===== src/rtl/fetch_unit_if.sv =====
// Bundle of the fetch unit's instruction-memory, redirect and decode-side signals.
// master = fetch unit, slave = memory/execute/decode environment.
interface fetch_unit_if #(
   parameter int XLEN = 32
);
   logic            imem_req_valid;
   logic            imem_req_ready;
   logic [XLEN-1:0] imem_req_addr;
   logic            imem_rsp_valid;
   logic [XLEN-1:0] imem_rsp_data;
   logic            redirect_valid;
   logic [XLEN-1:0] redirect_pc;
   logic            out_valid;
   logic            out_ready;
   logic [XLEN-1:0] out_instr;
   logic [XLEN-1:0] out_pc;
   logic [XLEN-1:0] out_pc_plus4;

   modport master (
      output imem_req_valid, imem_req_addr, out_valid, out_instr, out_pc, out_pc_plus4,
      input  imem_req_ready, imem_rsp_valid, imem_rsp_data, redirect_valid, redirect_pc, out_ready
   );

   modport slave (
      input  imem_req_valid, imem_req_addr, out_valid, out_instr, out_pc, out_pc_plus4,
      output imem_req_ready, imem_rsp_valid, imem_rsp_data, redirect_valid, redirect_pc, out_ready
   );
endinterface


===== src/rtl/fetch_unit.sv =====
// Instruction-fetch front end: owns the fetch PC, issues pipelined imem requests,
// queues returned instructions in order and flushes/discards on redirect.
module fetch_unit #(
   parameter int              XLEN     = 32,
   parameter int              DEPTH    = 4,
   parameter logic [XLEN-1:0] RESET_PC = '0
) (
   input  logic         clk,
   input  logic         reset,
   fetch_unit_if.master bus
);
   localparam int AW = $clog2(DEPTH);
   localparam int CW = AW + 1;
   localparam logic [XLEN-1:0] RESET_PC_ALIGNED = RESET_PC & ~XLEN'(3);

   logic [XLEN-1:0] r_fetch_pc;
   logic [XLEN-1:0] r_q_pc    [DEPTH];
   logic [XLEN-1:0] r_q_instr [DEPTH];
   logic [XLEN-1:0] r_pf      [DEPTH];
   logic [AW-1:0]   r_wr_ptr;
   logic [AW-1:0]   r_rd_ptr;
   logic [AW-1:0]   r_pf_wr;
   logic [AW-1:0]   r_pf_rd;
   logic [CW-1:0]   r_count;
   logic [CW-1:0]   r_inflight;
   logic [CW-1:0]   r_drop;

   logic [CW:0]     w_credit_q;
   logic [CW:0]     w_credit_pf;
   logic            w_req_valid;
   logic            w_issue;
   logic            w_rsp;
   logic            w_rsp_drop;
   logic            w_push;
   logic            w_out_valid;
   logic            w_pop;
   logic            w_unused;

   // Queue credit counts in-flight requests; the pc FIFO must also hold addresses
   // of responses still to be dropped.
   assign w_credit_q  = {1'b0, r_count}    + {1'b0, r_inflight};
   assign w_credit_pf = {1'b0, r_inflight} + {1'b0, r_drop};
   assign w_req_valid = !reset && !bus.redirect_valid &&
                        (w_credit_q  < (CW+1)'(DEPTH)) &&
                        (w_credit_pf < (CW+1)'(DEPTH));
   assign w_issue     = w_req_valid && bus.imem_req_ready;
   assign w_rsp       = bus.imem_rsp_valid;
   assign w_rsp_drop  = w_rsp && (r_drop != '0);
   assign w_push      = w_rsp && (r_drop == '0) && !bus.redirect_valid;
   assign w_out_valid = (r_count != '0);
   assign w_pop       = w_out_valid && bus.out_ready && !bus.redirect_valid;
   assign w_unused    = ^bus.redirect_pc[1:0];

   assign bus.imem_req_valid = w_req_valid;
   assign bus.imem_req_addr  = r_fetch_pc;
   assign bus.out_valid      = w_out_valid;
   assign bus.out_instr      = r_q_instr[r_rd_ptr];
   assign bus.out_pc         = r_q_pc[r_rd_ptr];
   assign bus.out_pc_plus4   = r_q_pc[r_rd_ptr] + XLEN'(4);

   always_ff @(posedge clk) begin
      if (reset) begin
         r_fetch_pc <= RESET_PC_ALIGNED;
         r_wr_ptr   <= '0;
         r_rd_ptr   <= '0;
         r_pf_wr    <= '0;
         r_pf_rd    <= '0;
         r_count    <= '0;
         r_inflight <= '0;
         r_drop     <= '0;
      end else begin
         if (w_issue) begin
            r_fetch_pc <= r_fetch_pc + XLEN'(4);
            r_pf_wr    <= r_pf_wr + AW'(1);
         end
         if (w_rsp) begin
            r_pf_rd <= r_pf_rd + AW'(1);
         end
         if (bus.redirect_valid) begin
            // A response arriving now is part of the outstanding total, so it is dropped too.
            r_fetch_pc <= {bus.redirect_pc[XLEN-1:2], 2'b00};
            r_drop     <= r_drop + r_inflight - CW'(w_rsp);
            r_inflight <= '0;
            r_count    <= '0;
            r_wr_ptr   <= '0;
            r_rd_ptr   <= '0;
         end else begin
            r_inflight <= r_inflight + CW'(w_issue) - CW'(w_rsp && !w_rsp_drop);
            r_drop     <= r_drop - CW'(w_rsp_drop);
            r_count    <= r_count + CW'(w_push) - CW'(w_pop);
            if (w_push) begin
               r_wr_ptr <= r_wr_ptr + AW'(1);
            end
            if (w_pop) begin
               r_rd_ptr <= r_rd_ptr + AW'(1);
            end
         end
      end
   end

   always_ff @(posedge clk) begin
      if (w_issue) begin
         r_pf[r_pf_wr] <= r_fetch_pc;
      end
      if (w_push) begin
         r_q_pc[r_wr_ptr]    <= r_pf[r_pf_rd];
         r_q_instr[r_wr_ptr] <= bus.imem_rsp_data;
      end
   end
endmodule


===== src/flat_wrapper.sv =====
// flat-port wrapper written by rule: the top's interface ports become plain ports
module fetch_unit_flat 
#(
   parameter int              XLEN     = 32,
   parameter int              DEPTH    = 4,
   parameter logic [XLEN-1:0] RESET_PC = '0
)
  (clk, reset, bus_imem_req_valid, bus_imem_req_addr, bus_out_valid, bus_out_instr, bus_out_pc, bus_out_pc_plus4, bus_imem_req_ready, bus_imem_rsp_valid, bus_imem_rsp_data, bus_redirect_valid, bus_redirect_pc, bus_out_ready);
  fetch_unit_if #(.XLEN(XLEN)) bus_i ();
  input  logic clk;
  input  logic reset;
  output wire logic [$bits(bus_i.imem_req_valid)-1:0] bus_imem_req_valid;
  output wire logic [$bits(bus_i.imem_req_addr)-1:0] bus_imem_req_addr;
  output wire logic [$bits(bus_i.out_valid)-1:0] bus_out_valid;
  output wire logic [$bits(bus_i.out_instr)-1:0] bus_out_instr;
  output wire logic [$bits(bus_i.out_pc)-1:0] bus_out_pc;
  output wire logic [$bits(bus_i.out_pc_plus4)-1:0] bus_out_pc_plus4;
  input wire logic [$bits(bus_i.imem_req_ready)-1:0] bus_imem_req_ready;
  input wire logic [$bits(bus_i.imem_rsp_valid)-1:0] bus_imem_rsp_valid;
  input wire logic [$bits(bus_i.imem_rsp_data)-1:0] bus_imem_rsp_data;
  input wire logic [$bits(bus_i.redirect_valid)-1:0] bus_redirect_valid;
  input wire logic [$bits(bus_i.redirect_pc)-1:0] bus_redirect_pc;
  input wire logic [$bits(bus_i.out_ready)-1:0] bus_out_ready;
  assign bus_imem_req_valid = bus_i.imem_req_valid;
  assign bus_imem_req_addr = bus_i.imem_req_addr;
  assign bus_out_valid = bus_i.out_valid;
  assign bus_out_instr = bus_i.out_instr;
  assign bus_out_pc = bus_i.out_pc;
  assign bus_out_pc_plus4 = bus_i.out_pc_plus4;
  assign bus_i.imem_req_ready = bus_imem_req_ready;
  assign bus_i.imem_rsp_valid = bus_imem_rsp_valid;
  assign bus_i.imem_rsp_data = bus_imem_rsp_data;
  assign bus_i.redirect_valid = bus_redirect_valid;
  assign bus_i.redirect_pc = bus_redirect_pc;
  assign bus_i.out_ready = bus_out_ready;
  fetch_unit #(.XLEN(XLEN), .DEPTH(DEPTH), .RESET_PC(RESET_PC)) u_core (.clk(clk), .reset(reset), .bus(bus_i));
endmodule

===== config.mk =====
export PLATFORM = sky130hd
export DESIGN_NAME = fetch_unit_flat
export DESIGN_NICKNAME = d
export VERILOG_FILES = /design/src/rtl/fetch_unit_if.sv /design/src/rtl/fetch_unit.sv /design/src/flat_wrapper.sv
export SDC_FILE = /design/constraint.sdc
export NUM_CORES = 1
export LEC_CHECK = 0
export CELL_PAD_IN_SITES_DETAIL_PLACEMENT = 0
export CELL_PAD_IN_SITES_GLOBAL_PLACEMENT = 1
export CORE_AREA = 2 2 208 210
export DETAILED_ROUTE_END_ITERATION = 6
export DIE_AREA = 0 0 210 212
export GPL_TIMING_DRIVEN = 0
export PLACE_DENSITY_LB_ADDON = 0.3
export RECOVER_POWER = 50
export SYNTH_ARGS = -nofsm -noshare
export SYNTH_HDL_FRONTEND = slang
export SYNTH_SLANG_ARGS = --single-unit

===== constraint.sdc =====
create_clock -name clk -period 4.1 [get_ports clk]
set_input_delay 0.41 -clock clk [delete_from_list [all_inputs] [get_ports clk]]
set_output_delay 0.41 -clock clk [all_outputs]
set_load 0.03 [all_outputs]

==> metrics.txt <==
via count 9145; Final Hold Fails 0; Max IR drop VDD approximately 0.25 mV; Max-slew headroom -52.0%; Clk pin slew, worst setup/hold paths approximately 0.06 ns; number of global-route vias before repair 9204; post-synth top area share 65.8%; Post-synth EDFFs 368; Final WS setup 0.168 ns; status finished with violations; crit path capture type output pin; Die Area 0.0445 mm²; Setup Skew 0.0159 ns; cts bufs inserted 43; largest net degree at the start of global routing 39; antenna viol nets, final 0; unrepaired setup endpoints after global routing no; clock sink total 419; DRT Pass-1 Iters 5; Initial DRC Count 666; Sw Share 23.2%; combinational power share 11.6%; routability congestion estimate 0.812; die width around 210 µm; area occupied by multi-input gates 0.00440 mm²; utilization after layout 49.3%; Int Power about 7.7 mW; drc violations 0; Max Cap Viol 4; WP data required 3.69 ns; clock root buffer clkbuf_16; FILL cells between 3k and 4k; aggregate routed wire length 36300 µm; Async S/R FF share, synth 0%; endpoints failing setup 0; cell row count 76; failing checks max-capacitance violations, max-slew violations; Setup CP Type reg2out; HP Class in2reg; Clock Tree Buf Depth 3; number of synthesized register bits 419; top cells by area, synth edfxtp_1 (66%), mux4_2 (12%), dfxtp_1 (6.1%), ha_1 (1.7%), xnor2_1 (1.3%); slowest CP cell clkdlybuf4s50_1; unique cell type count in the Yosys netlist 55; Gate Count Post-Synth 918; Worst EP arrival 3.52 ns; gr usage total roughly 16%; drt wl/cell 20.8 µm; worst slack at placement 0.301 ns; crit-path max FO 10; register area share after synthesis 71.8%; Ys Warns 0; nets 1258; final hold slack 0.327 ns; pwr dens roughly 480 mW/mm²; Psw approximately 2.3 mW; GRT overflow 0; Highest Clock Rate 254 MHz; clock power share slightly below 40%; part of the cycle the worst path needs 95.9%; CP Launch Type register; vias per cell 5.25; min cycle time layout just under 4 ns; register area 0.0121 mm²; syn_area_per_cell 18.3 µm²; CTS tree yes; synthesis-to-layout area growth 24.7%; first-pass GRT wire length 55400 µm; Pins Over Slew Limit 102; layout cells sized above 1 16.3%; I/O Pins 200; dpl cells 1663; worst slew pin tran 2.28 ns; dominant cell type by area after synthesis edfxtp_1; htree depth 2; Synth Flop Type edfxtp_1; Layout Cells excl Fill 1742; commonest non-fill, non-tap cell in the layout edfxtp_1; clk_lat worst skew 0.54 ns; Mapped Area 0.0168 mm²; initial antenna violation count 1; Die H 212 µm; core area about 0.043 mm²; CP peak stage delay 0.74 ns; Post-CTS Setup Bufs 0; Pleak 6.80 nW; most frequent cells in the layout edfxtp_1 (368), clkdlybuf4s50_1 (148), mux4_2 (89); Initial Utilization 39.5%; HPWL after DPL roughly 24000 µm; Flop pwr share between 40% and 50%; PortBufs 190; critical path, cell by cell buf_6, buf_12, mux4_2, ha_1, and3_1, and3_4, nand3_1, xnor2_1, clkdlybuf4s50_1
-- worst max-delay path: cells and delay by family (launching register included) --
| kind | cells | cell delay [ns] |
|---|---|---|
| xor+xnor | 1 | 0.12 |
| simple gates | 3 | 0.56 |
| fa+ha+maj | 1 | 0.27 |
| mux | 1 | 0.58 |
| buf+inv | 3 | 1.10 |
| flops | 1 | 0.34 |
-- sequential cells by signal (all words and copies together) (netlist names), named ones only --
name,cells
u_core.r_q_instr,128
u_core.r_rd_ptr,2
u_core.r_pf_rd,2
u_core.r_pf_wr,2
u_core.bus.imem_req_addr,30
u_core.r_drop,3
u_core.r_pf,120
u_core.r_inflight,3
u_core.r_q_pc,120
u_core.r_count,3
u_core.r_wr_ptr,2
-- power by group through the flow --
stage | clock network, mW | registers, mW | logic, mW
after floorplan | 0 | 5.02 | 0.682
after global placement | 0 | 5.02 | 1.17
after detailed placement | 0 | 5.02 | 1.19
after CTS | 4.00 | 4.93 | 1.19
after global routing | 4.15 | 4.94 | 1.26
final | 3.91 | 4.93 | 1.16
-- what timing repair did --
| item | CTS | global route |
|---|---|---|
| hold endpoints to repair | 0 | 0 |
| endpoints found under the setup margin | 10 | 4 |
| gates resized for setup | 8 | 4 |
| hold buffers | 0 | 0 |
-- cells in the mapped netlist (14+ instances only) --
| master | count |
|---|---|
| a21oi_1 | 19 |
| edfxtp_1 | 368 |
| inv_1 | 28 |
| dfxtp_1 | 51 |
| nand2_1 | 46 |
| ha_1 | 23 |
| xor2_1 | 22 |
| and2_1 | 14 |
| nor2_1 | 33 |
| nand3_1 | 14 |
| clkbuf_1 | 20 |
| xnor2_1 | 24 |
| a31oi_1 | 16 |
| mux4_2 | 89 |
-- routing by layer --
metal / vias up / GRT usage (%) / routed length [µm]
met3: 45 / 3.03 / 2120
met4: 2 / 4.04 / 622
li1: 4155 / - / -
met2: 297 / 26.2 / 16900
met5: - / 0 / 17
met1: 4646 / 23.6 / 16500
-- final timing paths --
kind / start / to / slack (ns) / depth (start not counted)
max: register / bus_out_pc_plus4[18] / 0.17 / 9
min: bus_redirect_valid / u_core.r_drop[1]$_SDFF_PP0_ / 0.33 / 3
max reg2reg: u_core.r_drop[0]$_SDFF_PP0_ / u_core.r_q_instr[0][11]$_DFFE_PP_ / 0.59 / 5
min reg2reg: u_core.r_pf_wr[1]$_SDFFE_PP0P_ / u_core.r_pf_wr[1]$_SDFFE_PP0P_ / 0.50 / 2
-- layout make-up --
cell class / instances / area share (%)
Multi-Input combinational cell: 429 / 21.0
Sequential cell: 419 / 57.6
Clock inverter: 19 / 1.04
Timing Repair Buffer: 194 / 9.59
Tap cell: 546 / 3.26
Buffer: 46 / 1.24
Clock buffer: 59 / 5.72
Inverter: 29 / 0.519
Antenna cell: 1 / 0.0119
-- through the flow --
step,area [µm²],setup TNS [ns],power [mW]
after global placement,19400,-169.14,6.19
final,21000,0,10.0
after CTS,21000,0,10.1
after floorplan,16800,0,5.70
after detailed placement,19500,0,6.21
after global routing,21000,0,10.3
-- cells by family after synthesis --
logic type               synth area share (%)
adder cells (fa/ha/maj)                  2.07
AO/OA/AOI/OAI                            3.02
XOR/XNOR                                 2.40
flip-flops                               71.8
multiplexers                             12.4
AND/OR/NAND/NOR                          6.10
other                                  0.0223
buffers and inverters                    2.15
(Power assumes the default switching activity.)
